===== config.mk =====
export PLATFORM = sky130hd
export DESIGN_NAME = vga_timing_gen
export DESIGN_NICKNAME = d
export VERILOG_FILES = /design/src/rtl/vga_timing_gen.sv
export SDC_FILE = /design/constraint.sdc
export NUM_CORES = 1
export LEC_CHECK = 0
export CAP_MARGIN = 15
export CORE_MARGIN = 5
export CORE_UTILIZATION = 35
export DETAILED_ROUTE_END_ITERATION = 12
export HOLD_SLACK_MARGIN = 0.03
export PLACE_DENSITY_LB_ADDON = 0.1
export SYNTH_ARGS = -nofsm -noshare
export SYNTH_HDL_FRONTEND = slang
export SYNTH_SLANG_ARGS = --single-unit

===== constraint.sdc =====
create_clock -name clk_25MHz -period 3.5 [get_ports clk_25MHz]
set_input_delay 0.7 -clock clk_25MHz [delete_from_list [all_inputs] [get_ports clk_25MHz]]
set_output_delay 0.7 -clock clk_25MHz [all_outputs]
set_load 0.01 [all_outputs]

===== src/rtl/vga_timing_gen.sv =====
// vga_timing_gen: parametrised VGA timing generator and pixel pipeline.
// Free-running h/v counters issue pixel fetches (pix_req, pix_x, pix_y);
// returned pix_data is realigned with the sync pulses so RGB and sync
// leave on the same cycle.
// Ports: clk_25MHz, rst (sync, active-low), pix_req/pix_x/pix_y (fetch),
// pix_data (read data, RD_LAT cycles after pix_req), vga_rgb,
// vga_hsync, vga_vsync, frame_start, vblank.
// Optional: VGA_FRAME_IRQ_EN builds frame_start/vblank; otherwise both 0.
module vga_timing_gen #(
  parameter int   H_ACTIVE = 640,
  parameter int   H_FP     = 16,
  parameter int   H_SYNC   = 96,
  parameter int   H_BP     = 48,
  parameter int   V_ACTIVE = 480,
  parameter int   V_FP     = 10,
  parameter int   V_SYNC   = 2,
  parameter int   V_BP     = 33,
  parameter logic HS_POL   = 1'b0,
  parameter logic VS_POL   = 1'b0,
  parameter int   DATA_W   = 12,
  parameter int   RD_LAT   = 2
) (
  input  logic                        clk_25MHz,
  input  logic                        rst,
  output logic                        pix_req,
  output logic [$clog2(H_ACTIVE)-1:0] pix_x,
  output logic [$clog2(V_ACTIVE)-1:0] pix_y,
  input  logic [DATA_W-1:0]           pix_data,
  output logic [DATA_W-1:0]           vga_rgb,
  output logic                        vga_hsync,
  output logic                        vga_vsync,
  output logic                        frame_start,
  output logic                        vblank
);

  localparam int H_TOTAL = H_ACTIVE + H_FP + H_SYNC + H_BP;
  localparam int V_TOTAL = V_ACTIVE + V_FP + V_SYNC + V_BP;
  localparam int HW = $clog2(H_TOTAL);
  localparam int VW = $clog2(V_TOTAL);
  localparam int CX = $clog2(H_ACTIVE);
  localparam int CY = $clog2(V_ACTIVE);

  localparam logic [HW-1:0] H_LAST = HW'(H_TOTAL - 1);
  localparam logic [HW-1:0] H_ACT  = HW'(H_ACTIVE);
  localparam logic [HW-1:0] HS_BEG = HW'(H_ACTIVE + H_FP);
  localparam logic [HW-1:0] HS_END = HW'(H_ACTIVE + H_FP + H_SYNC - 1);
  localparam logic [VW-1:0] V_LAST = VW'(V_TOTAL - 1);
  localparam logic [VW-1:0] V_ACT  = VW'(V_ACTIVE);
  localparam logic [VW-1:0] VS_BEG = VW'(V_ACTIVE + V_FP);
  localparam logic [VW-1:0] VS_END = VW'(V_ACTIVE + V_FP + V_SYNC - 1);

  // Bit positions of the per-pixel flags carried down the pipeline.
  localparam int ACT = 0;
  localparam int HS  = 1;
  localparam int VS  = 2;
`ifdef VGA_FRAME_IRQ_EN
  localparam int VB  = 3;
  localparam int FS  = 4;
  localparam int PW  = 5;
`else
  localparam int PW  = 3;
`endif

  logic [HW-1:0] h_cnt;
  logic [VW-1:0] v_cnt;
  logic          h_last;
  logic          v_last;

  assign h_last = (h_cnt == H_LAST);
  assign v_last = (v_cnt == V_LAST);

  always_ff @(posedge clk_25MHz) begin
    if (!rst) begin
      h_cnt <= '0;
      v_cnt <= '0;
    end else if (h_last) begin
      h_cnt <= '0;
      v_cnt <= v_last ? '0 : v_cnt + VW'(1);
    end else begin
      h_cnt <= h_cnt + HW'(1);
    end
  end

  logic [PW-1:0] raw;

  always_comb begin
    raw      = '0;
    raw[ACT] = (h_cnt < H_ACT) && (v_cnt < V_ACT);
    raw[HS]  = (h_cnt >= HS_BEG) && (h_cnt <= HS_END);
    raw[VS]  = (v_cnt >= VS_BEG) && (v_cnt <= VS_END);
`ifdef VGA_FRAME_IRQ_EN
    raw[VB]  = (v_cnt >= V_ACT);
    raw[FS]  = (h_cnt == '0) && (v_cnt == '0);
`endif
  end

  logic [PW-1:0] s1;

  assign pix_req = s1[ACT];

  always_ff @(posedge clk_25MHz) begin
    if (!rst) begin
      s1    <= '0;
      pix_x <= '0;
      pix_y <= '0;
    end else begin
      s1    <= raw;
      pix_x <= raw[ACT] ? h_cnt[CX-1:0] : '0;
      pix_y <= raw[ACT] ? v_cnt[CY-1:0] : '0;
    end
  end

  // Flags wait here until the matching pix_data arrives.
  logic [PW-1:0] tl;

  generate
    if (RD_LAT == 0) begin : g_nodly
      assign tl = s1;
    end else begin : g_dly
      logic [PW-1:0] dl [RD_LAT];

      always_ff @(posedge clk_25MHz) begin
        if (!rst) begin
          for (int i = 0; i < RD_LAT; i++) dl[i] <= '0;
        end else begin
          dl[0] <= s1;
          for (int i = 1; i < RD_LAT; i++) dl[i] <= dl[i-1];
        end
      end

      assign tl = dl[RD_LAT-1];
    end
  endgenerate

  always_ff @(posedge clk_25MHz) begin
    if (!rst) begin
      vga_rgb   <= '0;
      vga_hsync <= ~HS_POL;
      vga_vsync <= ~VS_POL;
    end else begin
      vga_rgb   <= tl[ACT] ? pix_data : '0;
      vga_hsync <= tl[HS] ? HS_POL : ~HS_POL;
      vga_vsync <= tl[VS] ? VS_POL : ~VS_POL;
    end
  end

`ifdef VGA_FRAME_IRQ_EN
  always_ff @(posedge clk_25MHz) begin
    if (!rst) begin
      frame_start <= 1'b0;
      vblank      <= 1'b0;
    end else begin
      frame_start <= tl[FS];
      vblank      <= tl[VB];
    end
  end
`else
  assign frame_start = 1'b0;
  assign vblank      = 1'b0;
`endif

endmodule


==> summary.txt, run 1 <==
Synthesis
  – Sequential cell area fraction in the yosys report: about 57%
  – Async S/R FF share, synth: 0%
  – Commonest cells post-synth: dfxtp_1 (62), and2_1 (28), and3_1 (15), nor2_1 (15), nand2_1 (8)
  – Synth Area in Simple Gates: 27.9%
  – Number of synthesized register bits: 62
  – Top-area cell type share of the netlist area: 56.6%
  – Largest family of logic cells by synthesized area: simple AND/OR/NAND/NOR gates
  – Adder-cell share of the synthesized area: 2.28%
  – Mean post-synth cell area: 10.7 µm²
  – Most common cell in the netlist: dfxtp_1
  – Xor/xnor share of the synthesized area: under 10%
  – Post-synthesis cell type count: 35
  – Dominant cell type by area after synthesis: dfxtp_1
  – Post-synth EDFFs: 0
  – Compound-Gate Fraction of Synth Area: between 3 and 4%
  – Warnings, synthesis: 0
  – Area contributors post-synth: dfxtp_1 (57%), and2_1 (8.0%), and3_1 (4.3%)
  – Post-synthesis mux area share: 0%
  – Top_reg_cell synth: dfxtp_1
  – Post-synthesis instance total: 205
  – Mapped Area: 0.00219 mm²

Finish
  – Core Util, Final: 48.3%
  – Diode count: 0
  – Fillers: roughly 570
  – Syn-to-layout area delta: 32.0%
  – Fraction of layout instances using a drive strength above 1: 8.53%
  – Multi-input logic area: between 800 and 900 µm²
  – Final nets: ~270
  – Register Area: 0.00124 mm²

Detailed routing
  – TritonRoute pass-1 iters: 4
  – Wire per inst: 12.5 µm
  – Drt first-iter violations: 58
  – # DRC: 0
  – Final wirelength: 4150 µm
  – Vias per inst: 4.59
  – Post-DRT Antenna Nets: 0
  – Via count: ~1500

Setup path
  – Instance count on the critical path: 4
  – Worst EP arrival: 2.28 ns
  – Worst path required time: around 3.8 ns
  – Reg-to-reg slack, setup: 1.62 ns
  – Crit path launch: rst
  – Setup crit start kind: primary input
  – Critical Path End: pix_y[8]
  – CP endpoint kind: flop
  – Crit Path Category: primary input to flop
  – FF-to-FF path depth: 5
  – Slowest cell on the critical path: and4b_1
  – CP max stage delay: 0.65 ns
  – Cells along the critical path: clkdlybuf4s50_1 -> buf_4 -> and4b_1 -> and2_1
  – Crit Reg-Reg Startpoint: h_cnt[0]
  – Worst Path Buf+Inv: 2
  – CP max FO: 30
  – Top delay family on crit path: simple AND/OR/NAND/NOR gates
  – Reg-to-Reg End: v_cnt[9]

Clock tree
  – Reg clk slew, reported paths: 0.06 ns
  – H-tree levels: 3
  – Clk_lat worst skew: around 0.32 ns
  – Post-cts hold buffer count: 0
  – Root buffer cell: clkbuf_8
  – Num CTS Buffers: 9
  – CTS resizes: 0
  – TritonCTS clock tree: built
  – Num Clock Sinks: 62
  – Clock tree buffer depth: 2
  – Post-CTS Setup Inserts: 0

Placement
  – Number of port buffers: 47
  – Pre-CTS WS: 1.09 ns
  – GPL Wtd Cong: 0.724
  – Dpl hpwl: 2880 µm

Pwr
  – P_leak: around 1.1 nW
  – Int Power: between 1 and 1.5 mW
  – Clock share of power: between 40% and 50%
  – Psw: 280 µW
  – Switching part of the total: between 20% and 30%
  – Pwr Density: 480 mW/mm²
  – Max IR drop VDD: 223 µV
  – Combinational power share: 3.4%
  – Sequential fraction of design power: 51.9%

Global route
  – Gr usage total: 11.7%
  – Antenna violations before repair: 0
  – Largest net degree at the start of global routing: 31
  – Total gr overflow: 0
  – Vias in the first global route: 1540
  – Global-route wire length before repair: 7080 µm

Die
  – Die width: 89.1 µm
  – Core Area: 0.00599 mm²
  – Ports: 50
  – Die Ht: 89.1 µm
  – Row Count: 28
  – Die area: a little under 0.008 mm²
  – Initial Util: between 30% and 40%

STA
  – Setup TNS: 0 ns
  – Rel. slew slack: between 50% and 60%
  – Unrepaired setup endpoints after global routing: false
  – Final hold vios: 0
  – Tmin final: 2.01 ns
  – Slew Viols, Final: 0
  – Fmax: 496 MHz
  – Hold Worst Slack: about 0.36 ns
  – Endpoints failing setup: 0
  – Slew @ Worst Pin: 0.620 ns
  – Period utilisation layout: 57.6%
  – Final worst setup slack: 1.49 ns
  – Clk_skew: roughly 0.0057 ns

Status
  – Status: finished clean

Worst hold path
  – Hold crit path type: flop to flop

Job
  – Max-cap check violation count: 0
cell type report:
type / count / area share (%)
clock inverters: 3 / 1.47
clock buffers: 13 / 5.49
multi-input cells: 128 / 29.8
well taps: 75 / 3.24
flip-flops and latches: 62 / 42.9
repair buffers: 48 / 16.5
inverters: 4 / 0.519
stage by stage:
stage	std cells	instance area [µm²]	total power [mW]
finish	333	2890	1.39
global placement	317	2690	0.785
global route	333	2890	1.45
floorplan	206	2200	0.757
detailed placement	317	2690	0.785
CTS	333	2890	1.41
state kept, by name, indices dropped and copies added, names as in the netlist:
register	flops
v_cnt	10
vga_vsync	1
vga_rgb	12
pix_y	9
s1	3
g_dly.dl	6
vga_hsync	1
pix_x	10
h_cnt	10
kinds of logic after synthesis:
logic type / count (synthesis)
other: 1
xor gates and xnor gates: 13
AOI/OAI and AO/OA: 12
buffers and inverters: 16
DFF: 62
and+or+nand+nor: 97
adders and majority gates: 4
how the worst min path moves through the flow:
stage               depth (start not counted)  slack (ns)        end      startpoint
global placement                            1        0.35  vga_hsync  g_dly.dl[0][4]
detailed placement                          1        0.35  vga_vsync  g_dly.dl[0][5]
finish                                      1        0.36  vga_vsync  g_dly.dl[0][5]
floorplan                                   1        0.34  vga_hsync  g_dly.dl[0][4]
global route                                1        0.41  vga_hsync  g_dly.dl[0][4]
CTS                                         1        0.37  vga_vsync  g_dly.dl[0][5]
routing by layer:
| metal | part of all wire [%] | GRT usage, % | wire length [µm] | vias to the layer above |
|---|---|---|---|---|
| li1 | - | - | - | 785 |
| met1 | 47 | 15.3 | 1970 | 696 |
| met2 | 44 | 17.3 | 1830 | 39 |
| met3 | 6.7 | 3.32 | 278 | 9 |
| met4 | 1.8 | 6.50 | 76 | 0 |
| met5 | 0 | 0 | 0 | - |
power groups by stage:
stage	registers [mW]	clock network (mW)	logic, mW
global route	0.722	0.679	0.0530
finish	0.721	0.620	0.0475
floorplan	0.737	0	0.0198
detailed placement	0.737	0	0.0485
CTS	0.721	0.645	0.0488
global placement	0.737	0	0.0486
layout by cell type, fill, tap and decap left out:
cell             instances
and2_1                  28
clkinvlp_4               1
bufinv_16                1
clkbuf_8                11
o21ai_4                  1
xor2_1                   7
nand4_4                  1
dfxtp_1                 62
nand4_2                  1
a22oi_1                  1
inv_1                    4
buf_4                    1
or3_1                    4
nand4_1                  7
clkinv_2                 1
nand2_1                  8
nand3_2                  1
o21ai_0                  5
nand4bb_1                1
xnor2_1                  6
and4_1                   2
and3_1                  15
nor3_1                   3
nor2b_1                  1
and3b_1                  1
nand4b_1                 1
nor2_1                  15
nor4b_4                  1
a21oi_2                  2
nand3_1                  3
nor4bb_1                 2
nor4_1                   1
clkbuf_1                 2
and4b_1                  1
clkdlybuf4s50_1         47
ha_1                     4
conb_1                   2
a21oi_1                  3
Note: power is estimated with default switching activity, not from simulation.
==> inputs of run 2 (changes only) <==
clock period = 2.1 ns   (was 3.5 ns; I/O delays follow)
==> run 2 against run 1 <==
Net effect:
- clock skew up 0.0017 ns
- setup slack worse by 1.3 ns
- critical path depth up 1
- global-route usage up 0.13 points
- via count down 1.2%
- wire length up 4.2%
- cell count up 0.90%
- worst hold slack worse by 0.0026 ns
- register-to-register slack worse by 1.4 ns
- sequential power up 66%
- combinational power up 73%
- total power up 69%
==> summary.txt, run 2 (same netlist as run 1, synthesis figures left out) <==
Die
  – Core Area: 0.00599 mm² (unchanged)
  – Die width: 89.1 µm (unchanged)
  – Die area: 0.00795 mm² (unchanged)
  – Die Ht: 89.1 µm (unchanged)
  – Ports: 50 (unchanged)
  – Row Count: 28 (unchanged)
  – Initial Util: 36.6% (unchanged)

Finish
  – Most common cell after layout, fill and taps aside: dfxtp_1 (unchanged)
  – Top reg by flops: vga_rgb (unchanged)
  – Diode count: 0 (unchanged)
  – Register Area: 0.00124 mm² (unchanged)
  – Fraction of layout instances using a drive strength above 1: 9.58% (was 8.53%)
  – Fillers: 570 (was 574)
  – Multi-input logic area: 863 µm² (unchanged)
  – Syn-to-layout area delta: 33.0% (was 32.0%)
  – Max reg flops: 12 (unchanged)
  – Commonest non-fill, non-tap cells in the layout: dfxtp_1 (62), clkdlybuf4s50_1 (47), and2_1 (28) (unchanged)
  – Final nets: 274 (was 271)

STA
  – Slew Viols, Final: 0 (unchanged)
  – Period utilisation layout: 89.4%
  – Hold Worst Slack: 0.361 ns (was 0.364 ns)
  – Clk_skew: 0.00746 ns (was 0.00572 ns)
  – Endpoints failing setup: 0 (unchanged)
  – Tmin final: around 1.9 ns
  – Final hold vios: 0 (unchanged)
  – Setup TNS: 0 ns (unchanged)
  – Fmax: 532 MHz
  – Unrepaired setup endpoints after global routing: false (unchanged)

Placement
  – Number of port buffers: 47 (unchanged)
  – Dpl hpwl: 2950 µm (was 2880 µm)
  – GPL Wtd Cong: 0.746 (was 0.724)

Pwr
  – P_leak: 1.14 nW (was 1.12 nW)
  – Max IR drop VDD: 311 µV (was 223 µV)
  – Power Total: 2.35 mW (was 1.39 mW)
  – Pwr Density: 805 mW/mm² (was 480 mW/mm²)

Global route
  – Antenna violations before repair: 0 (unchanged)
  – Routing usage on met1: 15.3% (about the same)
  – Gr usage total: 11.9% (was 11.7%)
  – Largest net degree at the start of global routing: 24 (was 31)
  – Total gr overflow: 0 (unchanged)
  – Global-route layer with the greatest usage: met2 (unchanged)
  – Vias in the first global route: 1463 (was 1540)
  – Routing usage on met2: 17.7% (was 17.3%)
  – Met3 global-route usage: 3.13% (was 3.32%)
  – Global-route wire length before repair: 7080 µm (unchanged)

Setup path
  – CP max FO: 9 (was 30)
  – Worst EP arrival: 2.09 ns (was 2.28 ns)
  – Setup crit start kind: flop (was primary input)
  – Worst path required time: 2.31 ns (was 3.76 ns)
  – CP endpoint kind: flop (unchanged)
  – Crit Path Category: flop to flop (was primary input to flop)

Job
  – Max-cap check violation count: 0 (unchanged)

Detailed routing
  – Via count: 1511 (was 1529)
  – # DRC: 0 (unchanged)
  – Vias per inst: 4.50 (was 4.59)
  – Drt first-iter violations: 56 (was 58)
  – Post-DRT Antenna Nets: 0 (unchanged)
  – Final wirelength: 4320 µm (was 4150 µm)
  – Wire per inst: 12.9 µm (was 12.5 µm)
  – TritonRoute pass-1 iters: 4 (unchanged)

Clock tree
  – Num CTS Buffers: 9 (unchanged)
  – Post-cts hold buffer count: 0 (unchanged)
  – TritonCTS clock tree: built (unchanged)
  – Reg clk slew, reported paths: 0.07 ns (was 0.06 ns)
  – H-tree levels: 3 (unchanged)
  – Num Clock Sinks: 62 (unchanged)
  – Clk_lat worst skew: 0.33 ns (was 0.32 ns)
  – Post-CTS Setup Inserts: 0 (unchanged)
  – CTS resizes: 0 (unchanged)
  – Clock tree buffer depth: 2 (unchanged)
  – Root buffer cell: clkbuf_8 (unchanged)

Status
  – Status: finished clean (unchanged)

Worst hold path
  – Hold crit path type: flop to flop (unchanged)
[run 2: metrics by stage]
step	setup WS [ns]	util, %	cells	instance area, µm²
after global placement	0.286	45.3	320	2710
after floorplan	0.559	-	206	2200
after CTS	0.219	48.7	336	2920
final	0.222	48.7	336	2920
after global routing	0.105	48.7	336	2920
after detailed placement	0.232	45.3	320	2710
[run 2: layout make-up]
class / count / area share (%)
Tap cell: 75 / 3.22
Inverter: 4 / 0.515
Multi-Input combinational cell: 128 / 29.6
Timing Repair Buffer: 51 / 17.2
Clock buffer: 13 / 5.45
Clock inverter: 3 / 1.46
Sequential cell: 62 / 42.6
[run 2: path summary, 6_finish.rpt]
kind | cells after the start | endpoint | startpoint | slack [ns]
worst max-delay path | 5 | v_cnt[5] | h_cnt[0] | 0.22
worst min-delay path | 1 | vga_vsync | g_dly.dl[0][5] | 0.36
worst max register to register | 5 | v_cnt[5] | h_cnt[0] | 0.22
worst min register to register | 1 | vga_vsync | g_dly.dl[0][5] | 0.36
[run 2: metal layers]
metal	share of wire (%)	routed length, µm	vias up
met4	2.2	96	0
met3	5.5	236	8
met2	44	1900	33
met1	48	2090	689
li1	-	-	781
met5	0	0	-
[run 2: where the power goes]
part           internal, mW  switching, mW
Combinational        0.0480         0.0343
Sequential             1.19         0.0110
Clock                 0.612          0.450
[run 2: worst max-delay path, stage by stage (launching register included)]
cell	delay, ns
dfxtp_1	0.42
ha_1	0.23
and4_1	0.45
nand3_2	0.23
o21ai_4	0.34
nor2_1	0.08
